## config.mk

```make
export PLATFORM = sky130hd
export DESIGN_NAME = multi_freq_meter
export DESIGN_NICKNAME = d
export VERILOG_FILES = /design/src/rtl/multi_freq_meter.sv
export SDC_FILE = /design/constraint.sdc
export NUM_CORES = 1
export LEC_CHECK = 0
export CORE_MARGIN = 2
export CORE_UTILIZATION = 46
export CTS_CLUSTER_SIZE = 12
export DETAILED_ROUTE_END_ITERATION = 8
export PLACE_DENSITY = 0.67
export SYNTH_ARGS = -nofsm -noshare
export SYNTH_HDL_FRONTEND = slang
export SYNTH_SLANG_ARGS = --single-unit
```

## constraint.sdc

```tcl
create_clock -name clk -period 3.3 [get_ports clk]
set_clock_uncertainty 0.05 [all_clocks]
set_input_delay 0.495 -clock clk [delete_from_list [all_inputs] [get_ports clk]]
set_output_delay 0.495 -clock clk [all_outputs]
set_load 0.01 [all_outputs]
```

## src/rtl/multi_freq_meter.sv

```systemverilog
// Multi-channel edge-counting frequency meter sharing one gate window.
// Per channel: 2-flop synchroniser, history flop, selectable edge, saturating counter.
module multi_freq_meter #(
  parameter int NUM_CH      = 4,
  parameter int CNT_W       = 24,
  parameter int GATE_CYCLES = 100000000
) (
  input  logic                    clk,
  input  logic                    rst_n,
  input  logic                    en,
  input  logic [1:0]              mode,
  input  logic [NUM_CH-1:0]       infreq,
  output logic [NUM_CH*CNT_W-1:0] freq,
  output logic [NUM_CH-1:0]       ovf,
  output logic                    valid,
  output logic                    busy
);
  localparam int                GW        = $clog2(GATE_CYCLES);
  localparam logic [GW-1:0]     G_LAST    = GW'(GATE_CYCLES - 1);
  localparam logic [CNT_W-1:0]  CNT_MAX   = '1;
  localparam logic [1:0]        MODE_FALL = 2'b01;
  localparam logic [1:0]        MODE_BOTH = 2'b10;

  logic [NUM_CH-1:0]       sync1_q, sync2_q, hist_q;
  logic [1:0]              mode_q;
  logic [GW-1:0]           gcnt_q, gcnt_d;
  logic [CNT_W-1:0]        acc_q [NUM_CH];
  logic [CNT_W-1:0]        acc_d [NUM_CH];
  logic [NUM_CH-1:0]       iovf_q, iovf_d;
  logic [NUM_CH*CNT_W-1:0] freq_q, freq_d;
  logic [NUM_CH-1:0]       ovf_q, ovf_d;
  logic                    valid_q, valid_d, busy_q;
  logic [NUM_CH-1:0]       rise, fall, ev;
  logic                    run, last;

  function automatic logic [CNT_W-1:0] sat_inc(input logic [CNT_W-1:0] a, input logic inc);
    if (inc && (a != CNT_MAX)) return a + CNT_W'(1);
    return a;
  endfunction

  function automatic logic sat_hit(input logic [CNT_W-1:0] a, input logic inc);
    return inc && (a == CNT_MAX);
  endfunction

  // Reserved mode 11 falls through to rising-edge counting.
  function automatic logic sel_edge(input logic [1:0] m, input logic r, input logic f);
    case (m)
      MODE_FALL: return f;
      MODE_BOTH: return r | f;
      default:   return r;
    endcase
  endfunction

  assign rise = sync2_q & ~hist_q;
  assign fall = ~sync2_q & hist_q;

  // A mode change discards the running window; the window restarts next cycle.
  assign run  = en && (mode == mode_q);
  assign last = run && (gcnt_q == G_LAST);

  always_comb begin
    ev      = '0;
    gcnt_d  = '0;
    iovf_d  = '0;
    freq_d  = freq_q;
    ovf_d   = ovf_q;
    valid_d = 1'b0;
    for (int i = 0; i < NUM_CH; i++) begin
      ev[i]    = sel_edge(mode_q, rise[i], fall[i]);
      acc_d[i] = '0;
    end
    if (last) begin
      valid_d = 1'b1;
      for (int i = 0; i < NUM_CH; i++) begin
        freq_d[i*CNT_W +: CNT_W] = sat_inc(acc_q[i], ev[i]);
        ovf_d[i]                 = iovf_q[i] | sat_hit(acc_q[i], ev[i]);
      end
    end else if (run) begin
      gcnt_d = gcnt_q + GW'(1);
      for (int i = 0; i < NUM_CH; i++) begin
        acc_d[i]  = sat_inc(acc_q[i], ev[i]);
        iovf_d[i] = iovf_q[i] | sat_hit(acc_q[i], ev[i]);
      end
    end
  end

  always_ff @(posedge clk or negedge rst_n) begin
    if (!rst_n) begin
      sync1_q <= '0;
      sync2_q <= '0;
      hist_q  <= '0;
      mode_q  <= '0;
      gcnt_q  <= '0;
      iovf_q  <= '0;
      freq_q  <= '0;
      ovf_q   <= '0;
      valid_q <= 1'b0;
      busy_q  <= 1'b0;
      for (int i = 0; i < NUM_CH; i++) acc_q[i] <= '0;
    end else begin
      sync1_q <= infreq;
      sync2_q <= sync1_q;
      hist_q  <= sync2_q;
      mode_q  <= mode;
      gcnt_q  <= gcnt_d;
      iovf_q  <= iovf_d;
      freq_q  <= freq_d;
      ovf_q   <= ovf_d;
      valid_q <= valid_d;
      busy_q  <= en;
      for (int i = 0; i < NUM_CH; i++) acc_q[i] <= acc_d[i];
    end
  end

  assign freq  = freq_q;
  assign ovf   = ovf_q;
  assign valid = valid_q;
  assign busy  = busy_q;
endmodule

```

==> results of run 1 <==
how the worst min path moves through the flow:
stage / endpoint / slack (ns) / cells after the start
after floorplan: acc_q[0]$_DFFE_PN0P_ / 0.15 / 0
after global placement: sync2_q[3]$_DFF_PN0_ / 0.29 / 0
after detailed placement: sync2_q[3]$_DFF_PN0_ / 0.29 / 0
final: sync2_q[3]$_DFF_PN0_ / 0.29 / 0
after global routing: sync2_q[3]$_DFF_PN0_ / 0.30 / 0
after CTS: sync2_q[3]$_DFF_PN0_ / 0.29 / 0
registers in the layout, summed over array words and instances, names as in the netlist:
name,flops
mode_q,2
ovf,4
busy,1
valid,1
iovf_q,4
freq,96
sync1_q,4
sync2_q,4
hist_q,4
gcnt_q,27
acc_q,96
what timing repair did:
item | 4_1_cts | 5_1_grt
setup buffers | 0 | 0
hold buffers | 1 | 0
hold endpoints to repair | 6 | 0
stage by stage:
step	hold slack [ns]	total power, uW	std cells	setup WS [ns]
finish	0.286	6060	1474	0.381
global route	0.298	6280	1474	0.0167
CTS	0.293	6140	1474	0.392
detailed placement	0.286	3260	1430	0.393
global placement	0.286	3250	1430	0.493
floorplan	0.149	3140	1058	0.820
cell type report:
class | instances | area (um2) | share of cell area (%)
Clock buffer | 38 | 767 | 5.96
Clock inverter | 5 | 75.1 | 0.583
Multi-Input combinational cell | 755 | 4230 | 32.8
Tap cell | 285 | 357 | 2.77
Timing Repair Buffer | 127 | 1290 | 9.99
Inverter | 21 | 83.8 | 0.651
Sequential cell | 243 | 6080 | 47.2
power groups by stage:
| stage | combinational [uW] | sequential [uW] | clock (uW) |
|---|---|---|---|
| floorplan | 87.3 | 3060 | 0 |
| global placement | 197 | 3060 | 0 |
| detailed placement | 201 | 3060 | 0 |
| CTS | 203 | 3000 | 2940 |
| global route | 225 | 3000 | 3050 |
| finish | 194 | 3000 | 2870 |
cell families (layout without fill, tap and decap cells):
family          count (synthesis)  in the layout  share of synthesized area, %
flops                         243            243                          57.2
simple gates                  495            495                          21.7
mux                            11             11                          1.04
compound gates                133            133                          6.85
xor+xnor                      101            101                          8.32
fa+ha+maj                      15             15                          1.76
buf+inv                        60            191                          3.15
layer usage:
metal  vias up  part of all wire (%)  GRT usage, %
met1      3670                    48          26.0
met3        36                   3.4          3.08
li1       3825                     -             -
met4         0                   2.5          4.72
met2       114                    46          29.9
met5         -                     0             0
cell usage in the layout, fill, tap and decap left out, types with 5 or more instances in the layout:
cell and n:
sky130_fd_sc_hd__a21oi_1 14, sky130_fd_sc_hd__and2_1 10, sky130_fd_sc_hd__and3_1 11, sky130_fd_sc_hd__and4_1 11, sky130_fd_sc_hd__buf_4 12, sky130_fd_sc_hd__clkbuf_1 6
sky130_fd_sc_hd__clkbuf_16 27, sky130_fd_sc_hd__clkbuf_8 5, sky130_fd_sc_hd__clkdlybuf4s50_1 109, sky130_fd_sc_hd__dfrtp_1 243, sky130_fd_sc_hd__ha_1 15, sky130_fd_sc_hd__inv_1 20
sky130_fd_sc_hd__mux2i_1 11, sky130_fd_sc_hd__nand2_1 143, sky130_fd_sc_hd__nand2b_1 6, sky130_fd_sc_hd__nand3_1 49, sky130_fd_sc_hd__nand3b_1 5, sky130_fd_sc_hd__nand4_1 39
sky130_fd_sc_hd__nor2_1 163, sky130_fd_sc_hd__nor2b_1 5, sky130_fd_sc_hd__nor3_1 24, sky130_fd_sc_hd__nor4_1 9, sky130_fd_sc_hd__o21ai_0 37, sky130_fd_sc_hd__o21ai_1 60
sky130_fd_sc_hd__o31ai_1 7, sky130_fd_sc_hd__xnor2_1 31, sky130_fd_sc_hd__xor2_1 70
==> out/metrics.csv, run 1 <==
metric;value;unit
dp.final_hpwl;14500;um
max_cap_viol_count;0;
detail-route-antenna-nets;0;
timing.critical_path.max_delay_family;simple AND/OR/NAND/NOR gates;
final.period_utilization;88.5;%
synth_fp_nets;1082;
status;finished, final reports clean;
crit_path_cell_trace;inv_1 > ha_1 > nand2b_1 > o31ai_1 > nor4b_1 > nand4_1 > xor2_1 > o21ai_1;
ys_dominant_reg_cell;sky130_fd_sc_hd__dfrtp_1;
antenna_found_initial;0;
postRouteWirelength;21600;um
route.detailed.wl_per_inst;14.6;um
power_frac_comb;3.2;%
path_class;flop to flop;
grt_pass1_wl;37100;um
placed_cell_area;0.0120;mm2
clock_tree.htree_level_count;1;
initial_utilization;47.0;%
timing.critical_path.fanout_max;12;
grt_max_degree;108;
synth-async-reset-ratio;100;%
cts_made_buffers;26;
cts_tree;built;
timing.max_slew.rel_slack;22.1;%
min_path_type;flop to flop;
finish.utilization;56.9;%
grt_pass1_vias;7687;
antenna_cells;0;
setup.worst_path.start;mode_q[0]$_DFF_PN0_;
slew_violations;0;
fin_crit_period;2.92;ns
reg2reg_depth;8;
clock_tree.buffer_depth;3;
timing.critical_path.from_type;flop;
grt_setup_unrepaired;no;
worstSetupEndpointType;flop;
clock_power_share;47.3;%
timing.rr.end;freq[47]$_DFFE_PN0P_;
tightestPinTransition;1.15;ns
layout-area-overhead-vs-synth;21.1;%
boundaryPins;111;
firstDrtPassIters;4;
power_density;471;mW/mm2
io_buffers;110;
postSynthCellCount;1058;
internal_power;4800;uW
crit_path_dat;3.26;ns
min_from;sync1_q[3]$_DFF_PN0_;
finalSetupViolCount;0;
p_sw;1270;uW
power.sequential.fraction;49.5;%
irDropWorstVdd;322;uV
ys_ff_latch;243;
crit-reg2reg-launch;mode_q[0]$_DFF_PN0_;
final.setup.tns;0;ns
grt_use_total;18.4;%
slowest_delay;1.03;ns
crit_cells;8;
post_synth_num_cell_types;47;
route.detailed.drc;0;
synth_area;0.0106;mm2
die_w;156;um
clockRootBuffer;sky130_fd_sc_hd__clkbuf_16;
yosys.cell_count.top_type;sky130_fd_sc_hd__dfrtp_1;
synth_seq_area_share;57.2;%
drt_first_iter_violations;453;
routed-via-count;7645;
drive_gt1_share;4.88;%
worst_ep_required_time;3.64;ns
final_nets;1198;
synth.top_cells.by_area;sky130_fd_sc_hd__dfrtp_1, sky130_fd_sc_hd__xor2_1, sky130_fd_sc_hd__nor2_1;
fin_area;0.0129;mm2
timing.final.hold_violations;0;
maxClockFrequency;0.343;GHz
globalRoute.totalOverflow;0;
fillerInstances;1979;
post-synth-top-area-cell;sky130_fd_sc_hd__dfrtp_1;
synth-edff-count;0;
rows;55;
netlist_top_cells_count;sky130_fd_sc_hd__dfrtp_1, sky130_fd_sc_hd__nor2_1, sky130_fd_sc_hd__nand2_1, sky130_fd_sc_hd__xor2_1, sky130_fd_sc_hd__o21ai_1;
vias_per_cell;5.19;
setup.worst_path.end;freq[47]$_DFFE_PN0P_;
core_region_area;0.0226;mm2
synth_area_per_cell;10.1;um2
cts.clk_slew.worst_paths;0.06;ns
place.gp.congestion;0.807;
synth_top_area_share;57.2;%
reg2reg_slack;0.38;ns
worst_skew_pair.late_latency;0.52;ns
numClockSinks;243;
die-area;0.0244;mm2
critical_path.slowest_cell;sky130_fd_sc_hd__nor4b_1;
die_height;156;um
yosys_warnings;0;
cellLeakagePower;0.00533;uW
cts_repair_resize_count;0;
sw_frac_of_total;20.9;%
critPathBufInv;1;
Note: power is estimated with default switching activity, not from simulation.
==> run 2: changes to the inputs <==
- CORE_UTILIZATION: 46 -> 55
- PLACE_DENSITY: 0.67 -> 0.78
- RECOVER_POWER: not set -> 50
- SETUP_SLACK_MARGIN: not set -> 0.4
==> run 2 against run 1 <==
Compared with the run above:
- the flow now finishes with violations (capacitance limit, slew limit)
- critical path type unchanged
- sequential cell count stayed put
- sequential share of layout area grew 0.29 points
- global-route usage grew 3.2 points
- highest routed layer unchanged
- die area shrank 16%
- via count is 3.6% higher
- maximum frequency increased by 4.2%
- total power down 4.7%
==> out/metrics.csv, run 2 (synthesis gave the netlist of run 1 again) <==
metric;value;unit
status;complete, but fails checks;
failed_checks;capacitance limit, slew limit;
commonest_non_fill_non_tap_cell_in_the_layout;sky130_fd_sc_hd__dfrtp_1;
slew_violations;75;
grt_use_total;21.7;%
internal_power;4550;uW
p_sw;1230;uW
crit_path_dat;3.15;ns
maxClockFrequency;0.357;GHz
cts.clk_slew.worst_paths;0.06;ns
numClockSinks;243;
fin_crit_period;2.80;ns
final.period_utilization;84.9;%
routed-via-count;7917;
route.detailed.drc;0;
tightestPinTransition;1.79;ns
clock_tree.htree_level_count;1;
final_cells;1449;
layout.cells.most_common_list;sky130_fd_sc_hd__dfrtp_1, sky130_fd_sc_hd__nor2_1, sky130_fd_sc_hd__nand2_1;
minimum_setup_slack_after_placement;0.382;ns
timing.max_slew.rel_slack;-19.5;%
grt_setup_unrepaired;yes;
clock_tree.buffer_depth;3;
rows;50;
route.detailed.wl_per_inst;15.1;um
power_frac_comb;3.3;%
grt_pass1_vias;7528;
sw_frac_of_total;21.2;%
post-layout-total-power;5780;uW
detail-route-antenna-nets;0;
timing.critical_path.max_delay_family;simple AND/OR/NAND/NOR gates;
irDropWorstVdd;352;uV
postRouteWirelength;21900;um
drive_gt1_share;5.05;%
grt_pass1_wl;36400;um
die-area;0.0205;mm2
placed_instance_count;1403;
min_from;sync1_q[3]$_DFF_PN0_;
critical_path.slowest_cell;sky130_fd_sc_hd__or4_1;
power.sequential.fraction;52.0;%
antenna_found_initial;1;
critPathBufInv;2;
core_region_area;0.0188;mm2
worst_ep_required_time;3.65;ns
setup.worst_path.start;gcnt_q[9]$_DFF_PN0_;
final_nets;1200;
cellLeakagePower;0.00544;uW
finish.utilization;68.0;%
die_w;143;um
grt_max_degree;87;
initial_utilization;56.5;%
final.setup.tns;0;ns
timing.critical_path.fanout_max;53;
crit_path_cell_trace;or4b_1 > or4_1 > nor4_4 > buf_4 > or2_4 > buf_12 > nor2_1;
power_density;452;mW/mm2
timing.critical_path.from_type;flop;
layout_setup_ws;0.499;ns
io_buffers;110;
cts_made_buffers;25;
firstDrtPassIters;5;
timing.final.hold_violations;0;
dp.final_hpwl;14600;um
slowest_delay;0.53;ns
path_class;flop to flop;
worstSetupEndpointType;flop;
boundaryPins;111;
globalRoute.totalOverflow;0;
finalSetupViolCount;0;
crit-reg2reg-launch;gcnt_q[9]$_DFF_PN0_;
layout-area-overhead-vs-synth;20.4;%
fillerInstances;1452;
min_path_type;flop to flop;
max_cap_viol_count;1;
place.gp.congestion;0.789;
cts_tree;built;
clock_power_share;44.7;%
worst_skew_pair.late_latency;0.52;ns
die_height;143;um
clockRootBuffer;sky130_fd_sc_hd__clkbuf_16;
reg2reg_slack;0.50;ns
vias_per_cell;5.46;
drt_first_iter_violations;489;
-- run 2: worst paths after layout --
kind | end | depth (start not counted)
max in group asynchronous | acc_q[71]$_DFFE_PN0P_ | 3
max reg2reg | gcnt_q[12]$_DFF_PN0_ | 7
min | sync2_q[3]$_DFF_PN0_ | 0
max | gcnt_q[12]$_DFF_PN0_ | 7
min in group asynchronous | freq[5]$_DFFE_PN0P_ | 2
min reg2reg | sync2_q[3]$_DFF_PN0_ | 0
-- run 2: per-stage QoR --
| step | instance area, um2 | hold slack, ns |
|---|---|---|
| floorplan | 10600 | 0.149 |
| global placement | 12000 | 0.284 |
| detailed placement | 12000 | 0.285 |
| CTS | 12800 | 0.297 |
| global route | 12800 | 0.311 |
| finish | 12800 | 0.296 |
-- run 2: repair_timing --
item,4_1_cts,5_1_grt
endpoints found under the setup margin,12,151
resized for setup,1,4
hold buffers,1,0
cloned,1,1
endpoints found under the hold margin,72,0
pin swaps,1,2
buffers inserted,1,2
-- run 2: per-layer routing --
metal / wire length [um] / vias up / track usage [%] / part of all wire (%)
met2: 10300 / 176 / 35.1 / 47
met3: 1060 / 33 / 3.39 / 4.8
met5: 0 / - / 0 / 0
met1: 10100 / 3863 / 30.8 / 46
li1: - / 3845 / - / -
met4: 370 / 0 / 5.52 / 1.7
-- run 2: final cells by class --
class	count	area, um2	share of cell area [%]
sequential	243	6080	47.5
multi-input combinational	757	4270	33.3
timing repair buffer	128	1290	10.1
clock buffer	37	731	5.71
tap	260	325	2.54
inverter	21	83.8	0.655
clock inverter	2	13.8	0.108
antenna	1	2.50	0.0195
-- run 2: worst reg2reg max path, stage by stage (launching register included) --
cell	delay (ns)
sky130_fd_sc_hd__dfrtp_1	0.41
sky130_fd_sc_hd__or4b_1	0.52
sky130_fd_sc_hd__or4_1	0.53
sky130_fd_sc_hd__nor4_4	0.34
sky130_fd_sc_hd__buf_4	0.18
sky130_fd_sc_hd__or2_4	0.24
sky130_fd_sc_hd__buf_12	0.28
sky130_fd_sc_hd__nor2_1	0.12
-- run 2: power by group through the flow --
stage / clock (uW) / sequential (uW) / combinational (uW)
4_1_cts: 2650 / 3000 / 199
3_5_place_dp: 0 / 3060 / 196
2_1_floorplan: 0 / 3060 / 87.3
5_1_grt: 2770 / 3000 / 215
6_report: 2590 / 3000 / 190
3_3_place_gp: 0 / 3060 / 193
